File: src/rtl/man_pkg.sv
// Shared types and helpers for the Manchester frame transmitter.
package man_pkg;

   localparam int unsigned SYNC_HALVES = 6;

   typedef enum logic [2:0] {
      S_IDLE,
      S_SYNC,
      S_DATA,
      S_PARITY,
      S_GAP
   } state_t;

   // Ceiling log2; clog2(1) = 0.
   function automatic int unsigned clog2(input int unsigned v);
      int unsigned r;
      r = 0;
      while ((64'd1 << r) < 64'(v)) r++;
      return r;
   endfunction

endpackage

File: src/rtl/man_sync_fifo.sv
// Word FIFO with registered level/full/empty and a sticky overflow flag.
module man_sync_fifo
   import man_pkg::*;
#(
   parameter int unsigned DATA_W = 16,
   parameter int unsigned DEPTH  = 4
) (
   input  logic                    clk_in,
   input  logic                    rst,
   input  logic                    wr_en,
   input  logic [DATA_W-1:0]       wr_data,
   input  logic                    rd_en,
   input  logic                    ovf_clr,
   output logic [DATA_W-1:0]       rd_data_c,
   output logic [clog2(DEPTH):0]   level,
   output logic                    full,
   output logic                    empty,
   output logic                    overflow
);

   localparam int unsigned PTR_W = clog2(DEPTH);
   localparam int unsigned LVL_W = PTR_W + 1;

   logic [DATA_W-1:0] r_mem [DEPTH];
   logic [PTR_W-1:0]  r_wr_ptr;
   logic [PTR_W-1:0]  r_rd_ptr;
   logic [LVL_W-1:0]  r_level;
   logic [LVL_W-1:0]  w_level_nxt;
   logic              r_full;
   logic              r_empty;
   logic              r_ovf;
   logic              w_wr_ok;
   logic              w_rd_ok;

   // A write into a full FIFO is dropped regardless of a same-cycle pop.
   assign w_wr_ok = wr_en & ~r_full;
   assign w_rd_ok = rd_en & ~r_empty;

   always_comb begin
      w_level_nxt = r_level;
      if (w_wr_ok && !w_rd_ok)
         w_level_nxt = r_level + LVL_W'(1);
      else if (!w_wr_ok && w_rd_ok)
         w_level_nxt = r_level - LVL_W'(1);
   end

   always_ff @(posedge clk_in) begin
      if (w_wr_ok)
         r_mem[r_wr_ptr] <= wr_data;
   end

   always_ff @(posedge clk_in or posedge rst) begin
      if (rst) begin
         r_wr_ptr <= '0;
         r_rd_ptr <= '0;
         r_level  <= '0;
         r_full   <= 1'b0;
         r_empty  <= 1'b1;
         r_ovf    <= 1'b0;
      end else begin
         if (w_wr_ok)
            r_wr_ptr <= r_wr_ptr + PTR_W'(1);
         if (w_rd_ok)
            r_rd_ptr <= r_rd_ptr + PTR_W'(1);
         r_level <= w_level_nxt;
         r_full  <= (w_level_nxt == LVL_W'(DEPTH));
         r_empty <= (w_level_nxt == '0);
         // A dropped write wins over a coincident clear.
         if (wr_en && r_full)
            r_ovf <= 1'b1;
         else if (ovf_clr)
            r_ovf <= 1'b0;
      end
   end

   assign rd_data_c = r_mem[r_rd_ptr];
   assign level     = r_level;
   assign full      = r_full;
   assign empty     = r_empty;
   assign overflow  = r_ovf;

endmodule

File: src/rtl/man_coding_tx.sv
// Manchester frame transmitter: FIFO-fed, self-timed sync/data/parity/gap serialiser.
module man_coding_tx
   import man_pkg::*;
#(
   parameter int unsigned DATA_W        = 16,
   parameter int unsigned DEPTH         = 4,
   parameter int unsigned HALF_BIT_CLKS = 18,
   parameter int unsigned PARITY_EN     = 1,
   parameter int unsigned GAP_BITS      = 2,
   parameter int unsigned IDLE_LVL      = 0,
   parameter int unsigned POLARITY      = 0
) (
   input  logic                  clk_in,
   input  logic                  rst,
   input  logic                  wr_en,
   input  logic [DATA_W-1:0]     wr_data,
   input  logic                  en,
   input  logic                  ovf_clr,
   output logic                  code,
   output logic                  busy,
   output logic                  frame_done,
   output logic [clog2(DEPTH):0] fifo_level,
   output logic                  full,
   output logic                  empty,
   output logic                  overflow
);

   localparam int unsigned TMR_W      = clog2(HALF_BIT_CLKS);
   localparam int unsigned BIT_W      = clog2(DATA_W) + 1;
   localparam int unsigned GAP_HALVES = 2 * GAP_BITS;
   localparam int unsigned HALF_W     =
      clog2((GAP_HALVES > SYNC_HALVES) ? GAP_HALVES : SYNC_HALVES);
   localparam logic L_IDLE  = 1'(IDLE_LVL);
   localparam logic L_POL   = 1'(POLARITY);
   localparam logic HAS_PAR = (PARITY_EN != 0);

   state_t              r_state, w_state_nxt;
   logic [TMR_W-1:0]    r_timer, w_timer_nxt;
   logic [HALF_W-1:0]   r_half, w_half_nxt;
   logic [BIT_W-1:0]    r_bit, w_bit_nxt;
   logic [DATA_W-1:0]   r_shift, w_shift_nxt;
   logic                r_par, w_par_nxt;
   logic                r_code, w_lvl;
   logic                r_busy;
   logic                r_done, w_done_nxt;
   logic                w_tick;
   logic                w_pop;
   logic                w_empty;
   logic [DATA_W-1:0]   w_head;

   man_sync_fifo #(.DATA_W(DATA_W), .DEPTH(DEPTH)) u_fifo (
      .clk_in    (clk_in),
      .rst       (rst),
      .wr_en     (wr_en),
      .wr_data   (wr_data),
      .rd_en     (w_pop),
      .ovf_clr   (ovf_clr),
      .rd_data_c (w_head),
      .level     (fifo_level),
      .full      (full),
      .empty     (w_empty),
      .overflow  (overflow)
   );

   assign w_tick = (r_timer == TMR_W'(HALF_BIT_CLKS - 1));

   // Next-state, datapath and line-level decode.
   always_comb begin
      w_state_nxt = r_state;
      w_timer_nxt = w_tick ? '0 : r_timer + TMR_W'(1);
      w_half_nxt  = r_half;
      w_bit_nxt   = r_bit;
      w_shift_nxt = r_shift;
      w_par_nxt   = r_par;
      w_done_nxt  = 1'b0;
      w_pop       = 1'b0;
      w_lvl       = L_IDLE;
      case (r_state)
         S_IDLE: begin
            w_timer_nxt = '0;
            if (en && !w_empty) begin
               w_pop       = 1'b1;
               w_shift_nxt = w_head;
               w_par_nxt   = ~^w_head;
               w_half_nxt  = '0;
               w_bit_nxt   = '0;
               w_state_nxt = S_SYNC;
            end
         end
         S_SYNC: begin
            // Three halves opposite idle then three at idle: never a legal bit.
            w_lvl = (r_half < HALF_W'(SYNC_HALVES / 2)) ? ~L_IDLE : L_IDLE;
            if (w_tick) begin
               if (r_half == HALF_W'(SYNC_HALVES - 1)) begin
                  w_half_nxt  = '0;
                  w_state_nxt = S_DATA;
               end else begin
                  w_half_nxt = r_half + HALF_W'(1);
               end
            end
         end
         S_DATA: begin
            w_lvl = r_shift[DATA_W-1] ^ r_half[0] ^ L_POL;
            if (w_tick) begin
               if (r_half[0] == 1'b0) begin
                  w_half_nxt = HALF_W'(1);
               end else begin
                  w_half_nxt  = '0;
                  w_shift_nxt = r_shift << 1;
                  if (r_bit == BIT_W'(DATA_W - 1)) begin
                     w_bit_nxt = '0;
                     if (HAS_PAR) begin
                        w_state_nxt = S_PARITY;
                     end else begin
                        w_state_nxt = S_GAP;
                        w_done_nxt  = 1'b1;
                     end
                  end else begin
                     w_bit_nxt = r_bit + BIT_W'(1);
                  end
               end
            end
         end
         S_PARITY: begin
            w_lvl = r_par ^ r_half[0] ^ L_POL;
            if (w_tick) begin
               if (r_half[0] == 1'b0) begin
                  w_half_nxt = HALF_W'(1);
               end else begin
                  w_half_nxt  = '0;
                  w_state_nxt = S_GAP;
                  w_done_nxt  = 1'b1;
               end
            end
         end
         S_GAP: begin
            if (w_tick) begin
               if (r_half == HALF_W'(GAP_HALVES - 1)) begin
                  w_half_nxt  = '0;
                  w_state_nxt = S_IDLE;
               end else begin
                  w_half_nxt = r_half + HALF_W'(1);
               end
            end
         end
         default: w_state_nxt = S_IDLE;
      endcase
   end

   always_ff @(posedge clk_in or posedge rst) begin
      if (rst) begin
         r_state <= S_IDLE;
         r_timer <= '0;
         r_half  <= '0;
         r_bit   <= '0;
         r_shift <= '0;
         r_par   <= 1'b0;
         r_code  <= L_IDLE;
         r_busy  <= 1'b0;
         r_done  <= 1'b0;
      end else begin
         r_state <= w_state_nxt;
         r_timer <= w_timer_nxt;
         r_half  <= w_half_nxt;
         r_bit   <= w_bit_nxt;
         r_shift <= w_shift_nxt;
         r_par   <= w_par_nxt;
         r_code  <= w_lvl;
         r_busy  <= (w_state_nxt != S_IDLE);
         r_done  <= w_done_nxt;
      end
   end

   assign code       = r_code;
   assign busy       = r_busy;
   assign frame_done = r_done;
   assign empty      = w_empty;

endmodule
File: config.mk
export PLATFORM = sky130hd
export DESIGN_NAME = man_coding_tx
export DESIGN_NICKNAME = d
export VERILOG_FILES = /design/src/rtl/man_pkg.sv /design/src/rtl/man_sync_fifo.sv /design/src/rtl/man_coding_tx.sv
export SDC_FILE = /design/constraint.sdc
export NUM_CORES = 1
export LEC_CHECK = 0
export ABC_AREA = 1
export CAP_MARGIN = 20
export CORE_MARGIN = 1.5
export CORE_UTILIZATION = 28
export DETAILED_ROUTE_END_ITERATION = 6
export GPL_ROUTABILITY_DRIVEN = 0
export PLACE_DENSITY_LB_ADDON = 0.08
export SLEW_MARGIN = 20
export SYNTH_ARGS = -nofsm -noshare
export SYNTH_HDL_FRONTEND = slang
export SYNTH_HIERARCHICAL = 1
export SYNTH_SLANG_ARGS = --single-unit
File: constraint.sdc
create_clock -name clk_in -period 2.5 [get_ports clk_in]
set_input_delay 0.5 -clock clk_in [delete_from_list [all_inputs] [get_ports clk_in]]
set_output_delay 0.5 -clock clk_in [all_outputs]
set_load 0.02 [all_outputs]
# Yosys cells after proc, flatten, opt, wreduce, memory -nomap -nowiden
# Memories as Yosys holds them, arrays and structs flattened.
# Cells that the tools add are included.
# totals
ff_bits	46
latch_bits	0
ram_bits	64
mem_bits_ro	0
output_inout_bits	9
wordCells	106
mem_count	1
# mem_list
memory	depth	width	rd	rd_clocked_by_memory_dff	write_ports	line	source
u_fifo.r_mem	4	16	1	0	1	man_sync_fifo.sv:24	logic [DATA_W-1:0] r_mem [DEPTH];
# op_classes
add_sub_neg	7
multipliers	0
n_div	0
n_lt_le_gt_ge	1
eq_ne	15
n_shift	0
muxes	43
bitwise_logic	6
n_reduce_logical	18
# op_table
operator	n
$mux 3	18
$mux 16	3
$pmux 16 s2	1
$mux 5	6
$reduce_xnor 16->1	1
$pmux 3 s5	1
$pmux 3 s4	1
$mux 1	11
$add 5x1->5 const B	2
$ne 2x2->1 const B	5
$pmux 5 s2	1
$eq 3x2->1 const B	3
$eq 3x3->1 const B	3
$add 3x1->3 const B	2
$logic_not 3->1	2
$eq 5x4->1 const B	1
$eq 5x5->1 const B	1
$reduce_and 5->1	1
$add 2x1->2 const B	2
$logic_and 1x1->1	4
$reduce_and 4->1	1
$reduce_bool 2->1	2
$reduce_bool 4->1	1
$eq 3x1->1 const B	1
other kinds (11)	16

# Logic depth before layout (Yosys ltp)
# Gate-level depths: netlist of the first run.
# depth
word_depth	9
depth_mapped	16

# By module
# The synthesis of the first run kept the hierarchy.
# by_module_without_submodules
mod	instances	cells_each	area_each_um2	seq_area_each_um2
man_sync_fifo	1	241	3027.9	2173.3
man_coding_tx	1	319	2252.2	900.9

# Worst setup path before layout of the first run
# Ideal clock, no wire load.
# synth_timing
path_type	reg2reg
from	reg u_fifo.r_full (netlist: u_fifo/full)
to	mem u_fifo.r_mem[0][0], enable pin
arrival_ns	1.366
slack_ns	0.746
path_stages_with_launch	4
path_buffers	0
period_less_slack_ns	1.754
cell_sequence	dfrtp_1 -> inv_2 -> nand2_4 -> nor2_1
# synth_between
elab_chain_cells	4
# synth_rtl
item	line	source
from (decl)	man_sync_fifo.sv:29	logic r_full;
from (signal assigned)	man_sync_fifo.sv:66	r_full <= (w_level_nxt == LVL_W'(DEPTH));
$not 1->1	man_sync_fifo.sv:36	assign w_wr_ok = wr_en & ~r_full;
$and 1x1->1	man_sync_fifo.sv:36	
$mux 1	man_sync_fifo.sv:48	if (w_wr_ok)
$mux 1 (not written as such)	man_sync_fifo.sv:49	r_mem[r_wr_ptr] <= wr_data;
to (decl)	man_sync_fifo.sv:24	
# Every way passes these cells.

# Worst setup path after layout of the first run
# layout_timing
from	reg u_fifo.r_rd_ptr[0]
to	reg r_par
# layout_between
elab_chain_cells	2
# layout_rtl
item	line	source
from (decl)	man_sync_fifo.sv:26	logic [PTR_W-1:0] r_rd_ptr;
from (signal assigned)	man_sync_fifo.sv:64	r_rd_ptr <= r_rd_ptr + PTR_W'(1);
$mem_v2 4x16	-	
via w_head[14]	man_coding_tx.sv:49	logic [DATA_W-1:0] w_head;
$reduce_xnor 16->1	man_coding_tx.sv:84	w_par_nxt = ~^w_head;
to (signal assigned)	man_coding_tx.sv:167	r_par <= w_par_nxt;
to (decl)	man_coding_tx.sv:42	logic r_par, w_par_nxt;
# The timed path passes the listed nets, and every way through them passes these cells.
# A chain may end at the register's enable or synchronous reset.

==> flow_summary.yaml, run 1 <==
status:
  status: "completed"
synthesis:
  netlist_area_um2: 5280
  synth_cells: 560
  ys_ff_latch: 110
  synth_ff_type: "edfxtp_1"
  netlist_top_cells_count: "nand2_1, inv_1, edfxtp_1"
  syn-num-nets: 594
  synth_area_per_cell_um2: 9.43
  synth_edf_count: 64
  synthArstFlopShare_pct: 41.8
  synth_largest_area_cell: "edfxtp_1"
  ys_seq_area_share_pct: 58.2
  yosysMostFrequentCell: "nand2_1"
  yosysUniqueCellTypes: 29
  synth_top_cells_by_area: "edfxtp_1, dfrtp_1, nand2_1"
  yosys_warnings: 6
  synthDominantCellAreaShare_pct: 36.4
placement:
  dp_cells: 831
  hpwl_um: 7620
  port_buffers: 29
  place_ws_ns: 0.244
global_routing:
  grt_max_degree: 40
  grt_pass1_wl_um: 18700
  overflow: 0
  grt_pass1_vias: 3657
  grt_antenna_before_repair: 0
  grtUsageTotal_pct: 12.3
clocking:
  clk_path_buf_depth: 2
  postCtsHoldBufs: 0
  htreeDepth: 3
  root_buffer: "clkbuf_16"
  clock-sinks: 110
  cts_tree: "yes"
  clock_latency_ns: 0.36
  cts_buffers: 9
  cts.clk_slew.worst_paths_ns: 0.08
  post_cts_buffers: 0
  post_cts_resized: 0
sta:
  slew_headroom_pct: 63.1
  setup-tns-final_ns: 0
  finalHoldViolCount: 0
  period_share_pct: 83.9
  skew_ns: 0.0115
  slew_violations: 0
  finalSetupViolations: 0
  setup_slack_ns: 0.402
  rsz0062_at_grt: "false"
  max_freq_ghz: 0.477
  period_needed_ns: 2.10
  worst_pin_slew_ns: 0.554
critical_path:
  r2r_cells: 15
  start_kind: "flop"
  slowest_delay_ns: 0.44
  crit_top_cell: "nand2_1"
  crit_arrival_ns: 2.34
  worstPathMaxFanout: 14
  endpoint_kind: "flop"
  setup.worst_path.class: "reg -> reg"
  reg2reg_from: "u_fifo/r_rd_ptr[0]"
  required_ns: 2.75
  r2r_slack_ns: 0.40
  slowest_stage: "o22ai_1"
  r2r_end: "r_par"
  path_cells: "inv_2 -> buf_12 -> nor2_1 -> o22ai_1 -> nand2_1 -> inv_1 -> nor2_1 -> nand2_1 -> nand2_1 -> nand2_1 -> nand2_1 -> nand2_1 -> nand2_1 -> nand2_1 -> nand2_1"
floorplan:
  ios: 30
  dieArea_um2: 19700
  die_height_um: 140
  core_um2: 18600
  start_util_pct: 28.4
  placementRows: 50
  die_x_um: 140
drt:
  drtAntennaViolNets: 0
  drc_errors: 0
  avgRoutedWirePerCell_um: 13.2
  vias: 3745
  drt-total-wl_um: 11200
  drt-initial-drc-count: 88
  vias_per_cell: 4.42
  firstDrtPassIters: 4
worst_hold_path:
  hp-class: "in -> async"
job:
  maxCapViolCount: 0
final_layout:
  diodes: 0
  final_cells: 847
  drive_above_1_share_pct: 11.3
  num-nets-final: 642
  syn_to_final_growth_pct: 18.6
pwr:
  peakVddDrop_mv: 0.314
  leakagePower_nw: 2.66
  powerDensity_nw_per_um2: 764
[layout make-up]
type,instances,area [um^2]
clock buffer,10,229
fill,1914,12300
sequential,110,3070
tap,234,293
multi-input combinational,349,1790
inverter,86,323
timing repair buffer,52,500
clock inverter,6,52.6
[registers in the layout (all words and copies together), names as in the netlist, 2 cells and up]
signal           flops
u_fifo/r_rd_ptr      2
u_fifo/r_wr_ptr      2
r_shift             16
r_bit                5
u_fifo/level         3
r_half               3
r_timer              5
r_state              3
u_fifo/r_mem        64
[cells in the final DEF, fill, tap and decap left out, types with 19 or more instances in the layout]
cell type / n
buf_4: 20
clkdlybuf4s50_1: 29
dfrtp_1: 45
edfxtp_1: 64
inv_1: 78
nand2_1: 121
nor2_1: 63
o21ai_0: 43
o22ai_1: 19
[per-layer routing]
layer	share of wire [%]	wire length (um)	global-route usage, %
met1	49	5500	15.8
met3	1.9	212	2.05
met5	0	0	0
met4	1.7	194	5.32
met2	47	5320	20.5
[worst max-delay path: cells and delay by family, from the launching register on]
| family | cells | cell delay (ns) |
|---|---|---|
| and+or+nand+nor | 11 | 0.68 |
| DFF | 1 | 0.43 |
| AOI/OAI and AO/OA | 1 | 0.44 |
| buffers and inverters | 3 | 0.44 |
[how the worst max path moves through the flow]
| stage | startpoint | endpoint | cells after the start |
|---|---|---|---|
| after floorplan | u_fifo/full | u_fifo/r_mem[0][0] | 3 |
| after global placement | en | u_fifo/full | 14 |
| after detailed placement | en | u_fifo/full | 14 |
| after CTS | u_fifo/r_rd_ptr[0] | r_par | 15 |
| after global routing | u_fifo/r_rd_ptr[0] | r_par | 15 |
| final | u_fifo/r_rd_ptr[0] | r_par | 15 |
[kinds of logic after synthesis]
family / after synthesis / share of synthesized area [%]
buffers and inverters: 101 / 7.89
AO/OA/AOI/OAI: 103 / 11.1
XOR/XNOR: 9 / 1.49
flip-flops: 110 / 58.2
adder cells (fa/ha/maj): 13 / 3.08
AND/OR/NAND/NOR: 224 / 18.2
[per-stage QoR]
stage	util [%]	power [mW]	instance area [um^2]	hold WS, ns
floorplan	-	3.04	5280	0.339
global placement	32.2	3.43	5980	0.477
detailed placement	32.2	3.46	5980	0.477
CTS	33.7	4.89	6260	0.463
global route	33.7	5.10	6260	0.488
finish	33.7	4.78	6260	0.455
[where the power goes]
group	internal [mW]	switching [mW]	total, mW
clock	0.694	0.701	1.40
sequential	2.22	0.106	2.33
combinational	0.386	0.673	1.06
Note: power is estimated with default switching activity, not from simulation.
==> inputs of run 2 (changes only) <==
==> constraint.sdc (replaced) <==
create_clock -name clk_in -period 1.72 [get_ports clk_in]
set_input_delay 0.344 -clock clk_in [delete_from_list [all_inputs] [get_ports clk_in]]
set_output_delay 0.344 -clock clk_in [all_outputs]
set_load 0.02 [all_outputs]
==> run 2 against run 1 <==
  * The flow now finishes with violations (negative setup slack)
  * Maximum frequency rose by 8.3%
  * Critical path depth increased by 1
  * Total power up 55%
  * Clock power grew 54%
  * Final area increased by 15%
  * Worst hold slack got worse by 0.15 ns
  * Combinational power is 75% higher
  * Critical path type unchanged
==> flow_summary.yaml, run 2 (synthesis results as in run 1) <==
status:
  status: "finished, violations left"
  violations: "negative setup slack"
drt:
  avgRoutedWirePerCell_um: 13.9
  vias: 4039
  drc_errors: 0
  drtAntennaViolNets: 0
  drt-total-wl_um: 12500
  drt-initial-drc-count: 143
  vias_per_cell: 4.50
  firstDrtPassIters: 5
job:
  maxCapViolCount: 0
clocking:
  clock_latency_ns: 0.36
  clock-sinks: 110
  cts_buffers: 9
  htreeDepth: 3
  postCtsHoldBufs: 0
  root_buffer: "clkbuf_16"
  clk_path_buf_depth: 2
  cts_tree: "yes"
  cts.clk_slew.worst_paths_ns: 0.08
sta:
  finalHoldViolCount: 0
  hold_ws_ns: 0.305
  slew_headroom_pct: 72.6
  finalSetupViolations: 4
  skew_ns: 0.0117
  setup_slack_ns: -0.217
  slew_violations: 0
  rsz0062_at_grt: "true"
  worst_pin_slew_ns: 0.410
  period_needed_ns: 1.94
  period_share_pct: 113
  max_freq_ghz: 0.516
final_layout:
  drive_above_1_share_pct: 29.8
  seq_area_um2: 3080
  syn_to_final_growth_pct: 36.2
  reg_top3: "u_fifo/r_mem: 64 flops, r_shift: 16 flops"
  largest_register: "u_fifo/r_mem"
  final_common_cell: "nand2_1"
  largest_reg_flops: 64
  num-nets-final: 693
  multi_input_area_um2: 2120
  nFillCells: 1845
  final_cell_mix: "nand2_1, inv_1, edfxtp_1, buf_4, dfrtp_1"
  final_util_pct: 38.7
  diodes: 0
floorplan:
  core_um2: 18600
  start_util_pct: 28.4
  die_height_um: 140
  ios: 30
  die_x_um: 140
  placementRows: 50
  dieArea_um2: 19700
global_routing:
  grt_max_degree: 37
  overflow: 0
  use_met3_pct: 3.42
  grt_pass1_wl_um: 19100
  grt_busiest_layer: "met2"
  grt_antenna_before_repair: 0
  use_met1_pct: 15.6
  grtUsageTotal_pct: 12.4
  use_met2_pct: 21.1
  grt_pass1_vias: 3815
critical_path:
  worstPathMaxFanout: 8
  r2r_cells: 16
  required_ns: 2.02
  start_kind: "flop"
  r2r_slack_ns: -0.22
  reg2reg_from: "u_fifo/r_rd_ptr[0]"
  setup.worst_path.class: "reg -> reg"
  endpoint_kind: "flop"
  crit_arrival_ns: 2.23
  r2r_end: "r_par"
placement:
  port_buffers: 29
  hpwl_um: 7760
pwr:
  leakagePower_nw: 3.06
  powerDensity_nw_per_um2: 1030
  peakVddDrop_mv: 0.572
worst_hold_path:
  hp-class: "in -> async"
## run 2: worst max path at each step
stage / cells after the start / slack, ns / from / to
after floorplan: 3 / -0.03 / u_fifo/full / u_fifo/r_mem[0][0]
after global placement: 14 / -0.25 / en / u_fifo/full
after detailed placement: 14 / -0.30 / en / u_fifo/full
after CTS: 15 / -0.20 / u_fifo/r_rd_ptr[0] / r_par
after global routing: 17 / -0.36 / u_fifo/r_rd_ptr[0] / r_par
final: 16 / -0.22 / u_fifo/r_rd_ptr[0] / r_par
## run 2: timing repair
action	CTS	global route
buffers inserted	0	14
setup endpoints to repair	6	6
resized for setup	6	119
gates cloned	0	6
pin swaps	0	47
## run 2: power by group
part	switching [mW]	internal (mW)	leakage, nW
Sequential	0.190	3.23	1.17
Clock	1.10	1.05	0.152
Combinational	1.08	0.771	1.74
## run 2: routing by layer
layer  vias up  part of all wire, %
met4         0                  1.0
met1      1957                   47
met5         -                    0
met3        10                  2.4
met2        38                   50
li1       2034                    -
## run 2: critical path: stages, from the launching register on
cell	delay (ns)
dfrtp_2	0.47
buf_12	0.15
clkbuf_16	0.17
nor2_4	0.11
o22ai_2	0.09
buf_4	0.16
nand2_2	0.06
inv_1	0.04
nor2_2	0.10
nand2_1	0.06
nand2_1	0.08
nand2_1	0.06
nand2_1	0.09
nand2_1	0.06
nand2_1	0.07
nand2_1	0.05
nand2_1	0.05
## run 2: final cells by class
type | instances | share of cell area (%)
clock inverter | 7 | 1.08
timing repair buffer | 103 | 15.0
sequential | 110 | 42.8
multi-input combinational | 349 | 29.4
inverter | 86 | 4.56
clock buffer | 9 | 3.13
tap | 234 | 4.07
## run 2: metrics by stage
| stage | power, mW | area [um^2] | setup WS [ns] | std cells | setup TNS (ns) |
|---|---|---|---|---|---|
| 2_1_floorplan | 4.42 | 5290 | -0.0344 | 560 | -2.20 |
| 5_1_grt | 7.90 | 7190 | -0.365 | 898 | -0.967 |
| 6_report | 7.43 | 7190 | -0.217 | 898 | -0.414 |
| 4_1_cts | 7.36 | 6600 | -0.200 | 879 | -0.200 |
| 3_3_place_gp | 5.17 | 6310 | -0.250 | 863 | -3.34 |
| 3_5_place_dp | 5.20 | 6310 | -0.299 | 863 | -4.20 |
==> inputs of run 3 (changes only) <==
--- a/config.mk
+++ b/config.mk
@@ -8,8 +8,9 @@
 export ABC_AREA = 1
 export CAP_MARGIN = 20
 export CORE_MARGIN = 1.5
-export CORE_UTILIZATION = 28
+export CORE_UTILIZATION = 35
 export DETAILED_ROUTE_END_ITERATION = 6
+export DONT_BUFFER_PORTS = 1
 export GPL_ROUTABILITY_DRIVEN = 0
 export PLACE_DENSITY_LB_ADDON = 0.08
 export SLEW_MARGIN = 20
==> run 3 against run 2 <==
  * The run still ends with negative setup slack left
  * Non-clock buffer count is 37 lower
  * Highest routed layer unchanged
  * Clock skew is 0.0036 ns lower
  * Maximum frequency is 8.1% higher
  * Final cell count is 9.8% lower
  * Worst hold slack worse by 0.22 ns
  * Critical path type unchanged
  * Critical endpoint unchanged
  * Core utilization is 5.6 points higher
  * Largest cell class unchanged
  * Wire length is 15% lower
==> flow_summary.yaml, run 3 (synthesis results as in run 1) <==
status:
  status: "finished, violations left"
  violations: "negative setup slack"
pwr:
  powerDensity_nw_per_um2: 1100
  peakVddDrop_mv: 0.886
  leakagePower_nw: 2.82
  p_total_mw: 7.11
sta:
  finalSetupViolations: 1
  rsz0062_at_grt: "true"
  hold_ws_ns: 0.0815
  finalHoldViolCount: 0
  slew_headroom_pct: 68.3
  worst_pin_slew_ns: 0.475
  slew_violations: 0
  setup_slack_ns: -0.0718
  skew_ns: 0.00808
  period_needed_ns: 1.79
  setup-tns-final_ns: -0.0718
  max_freq_ghz: 0.558
  period_share_pct: 104
final_layout:
  largest_register: "u_fifo/r_mem"
  num-nets-final: 656
  nFillCells: 1421
  reg_top3: "u_fifo/r_mem: 64 flops, r_shift: 16 flops"
  largest_reg_flops: 64
  final_area_um2: 6490
  final_cell_mix: "nand2_1, inv_1, edfxtp_1, nor2_1, buf_4"
  final_cells: 810
  syn_to_final_growth_pct: 22.9
  multi_input_area_um2: 1930
  final_util_pct: 44.3
  diodes: 0
  final_common_cell: "nand2_1"
  seq_area_um2: 3080
  drive_above_1_share_pct: 23.2
clocking:
  clock-sinks: 110
  clock_latency_ns: 0.35
  cts.clk_slew.worst_paths_ns: 0.08
  cts_tree: "yes"
  cts_buffers: 9
  root_buffer: "clkbuf_16"
  clk_path_buf_depth: 2
  htreeDepth: 3
floorplan:
  dieArea_um2: 15800
  ios: 30
  placementRows: 44
  start_util_pct: 36.1
  die_x_um: 126
  core_um2: 14600
  die_height_um: 126
placement:
  dp_cells: 787
  placed_area_um2: 5950
  hpwl_um: 7370
  place_ws_ns: -0.140
  port_buffers: 0
drt:
  drt-total-wl_um: 10600
  drc_errors: 0
  drtAntennaViolNets: 0
  avgRoutedWirePerCell_um: 13.1
  drt-initial-drc-count: 160
  vias_per_cell: 4.65
  vias: 3763
  firstDrtPassIters: 6
global_routing:
  use_met1_pct: 17.8
  use_met2_pct: 24.6
  use_met3_pct: 4.59
  overflow: 0
  grt_pass1_vias: 3777
  grtUsageTotal_pct: 14.4
  grt_antenna_before_repair: 0
  grt_max_degree: 37
  grt_busiest_layer: "met2"
  grt_pass1_wl_um: 17900
critical_path:
  setup.worst_path.class: "reg -> reg"
  endpoint_kind: "flop"
  slowest_stage: "dfrtp_2"
  crit_top_cell: "nand2_1"
  r2r_slack_ns: -0.07
  start_kind: "flop"
  worstPathMaxFanout: 10
  required_ns: 1.97
  crit_arrival_ns: 2.04
  slowest_delay_ns: 0.44
  path_cells: "clkinv_4 -> buf_12 -> nor2_1 -> o22ai_2 -> buf_4 -> inv_1 -> nand2_1 -> nand2_1 -> inv_1 -> nand2_1 -> nand2_1 -> nand2_1 -> nand2_1 -> nand2_1 -> nand2_1 -> nand2_1 -> nand2_1"
job:
  maxCapViolCount: 0
worst_hold_path:
  hp-class: "in -> reg"
==> run 3: cell count changes in the layout (fill, tap and decap cells not counted), moves of 6 or more <==
cell,delta
clkdlybuf4s50_1,-24
inv_2,-6
nand2_1,+7
nor2_1,+15
nor2_2,-7
nor2_4,-8
o21ai_0,+7
o21ai_1,+6
o21ai_2,-14
==> run 3: final cells by class <==
type / count / share of cell area [%]
clock buffers: 9 / 3.47
multi-input cells: 349 / 29.7
repair buffers: 66 / 9.56
inverters: 86 / 5.09
flip-flops and latches: 110 / 47.4
clock inverters: 6 / 1.18
well taps: 184 / 3.55
==> run 3: critical path, delay by kind of cell, from the launching register on <==
family	cells	cell delay, ns
and+or+nand+nor	11	0.65
buffers and inverters	5	0.52
DFF	1	0.44
AOI/OAI and AO/OA	1	0.10
==> run 3: per-layer routing <==
layer / wire length, um / vias to the layer above
met1: 4980 / 1768
li1: - / 1950
met3: 342 / 7
met4: 91 / 0
met2: 5160 / 38
met5: 0 / -
==> run 3: path summary, 6_finish.rpt <==
path	start	end	depth (start not counted)
setup / recovery	u_fifo/r_rd_ptr[0]	r_par	17
hold / removal	wr_data[2]	u_fifo/r_mem[0][2]	0
setup reg to reg	u_fifo/r_rd_ptr[0]	r_par	17
hold reg to reg	r_timer[0]	r_timer[0]	1
max in group asynchronous	rst	r_bit[2]	3
min in group asynchronous	rst	u_fifo/overflow	2
==> run 3: power breakdown <==
part           switching [mW]  internal [mW]  total, mW  leakage, nW
clock                   0.985           1.15       2.14        0.149
combinational           0.883          0.623       1.51         1.50
sequential              0.236           3.23       3.47         1.17
==> run 3: repair_timing <==
action,in CTS,in global routing
resized for setup,30,28
pin swaps,9,8
gates cloned,1,0
hold endpoints to repair,23,0
buffers inserted,4,3
setup endpoints to repair,3,10
hold buffers,1,0
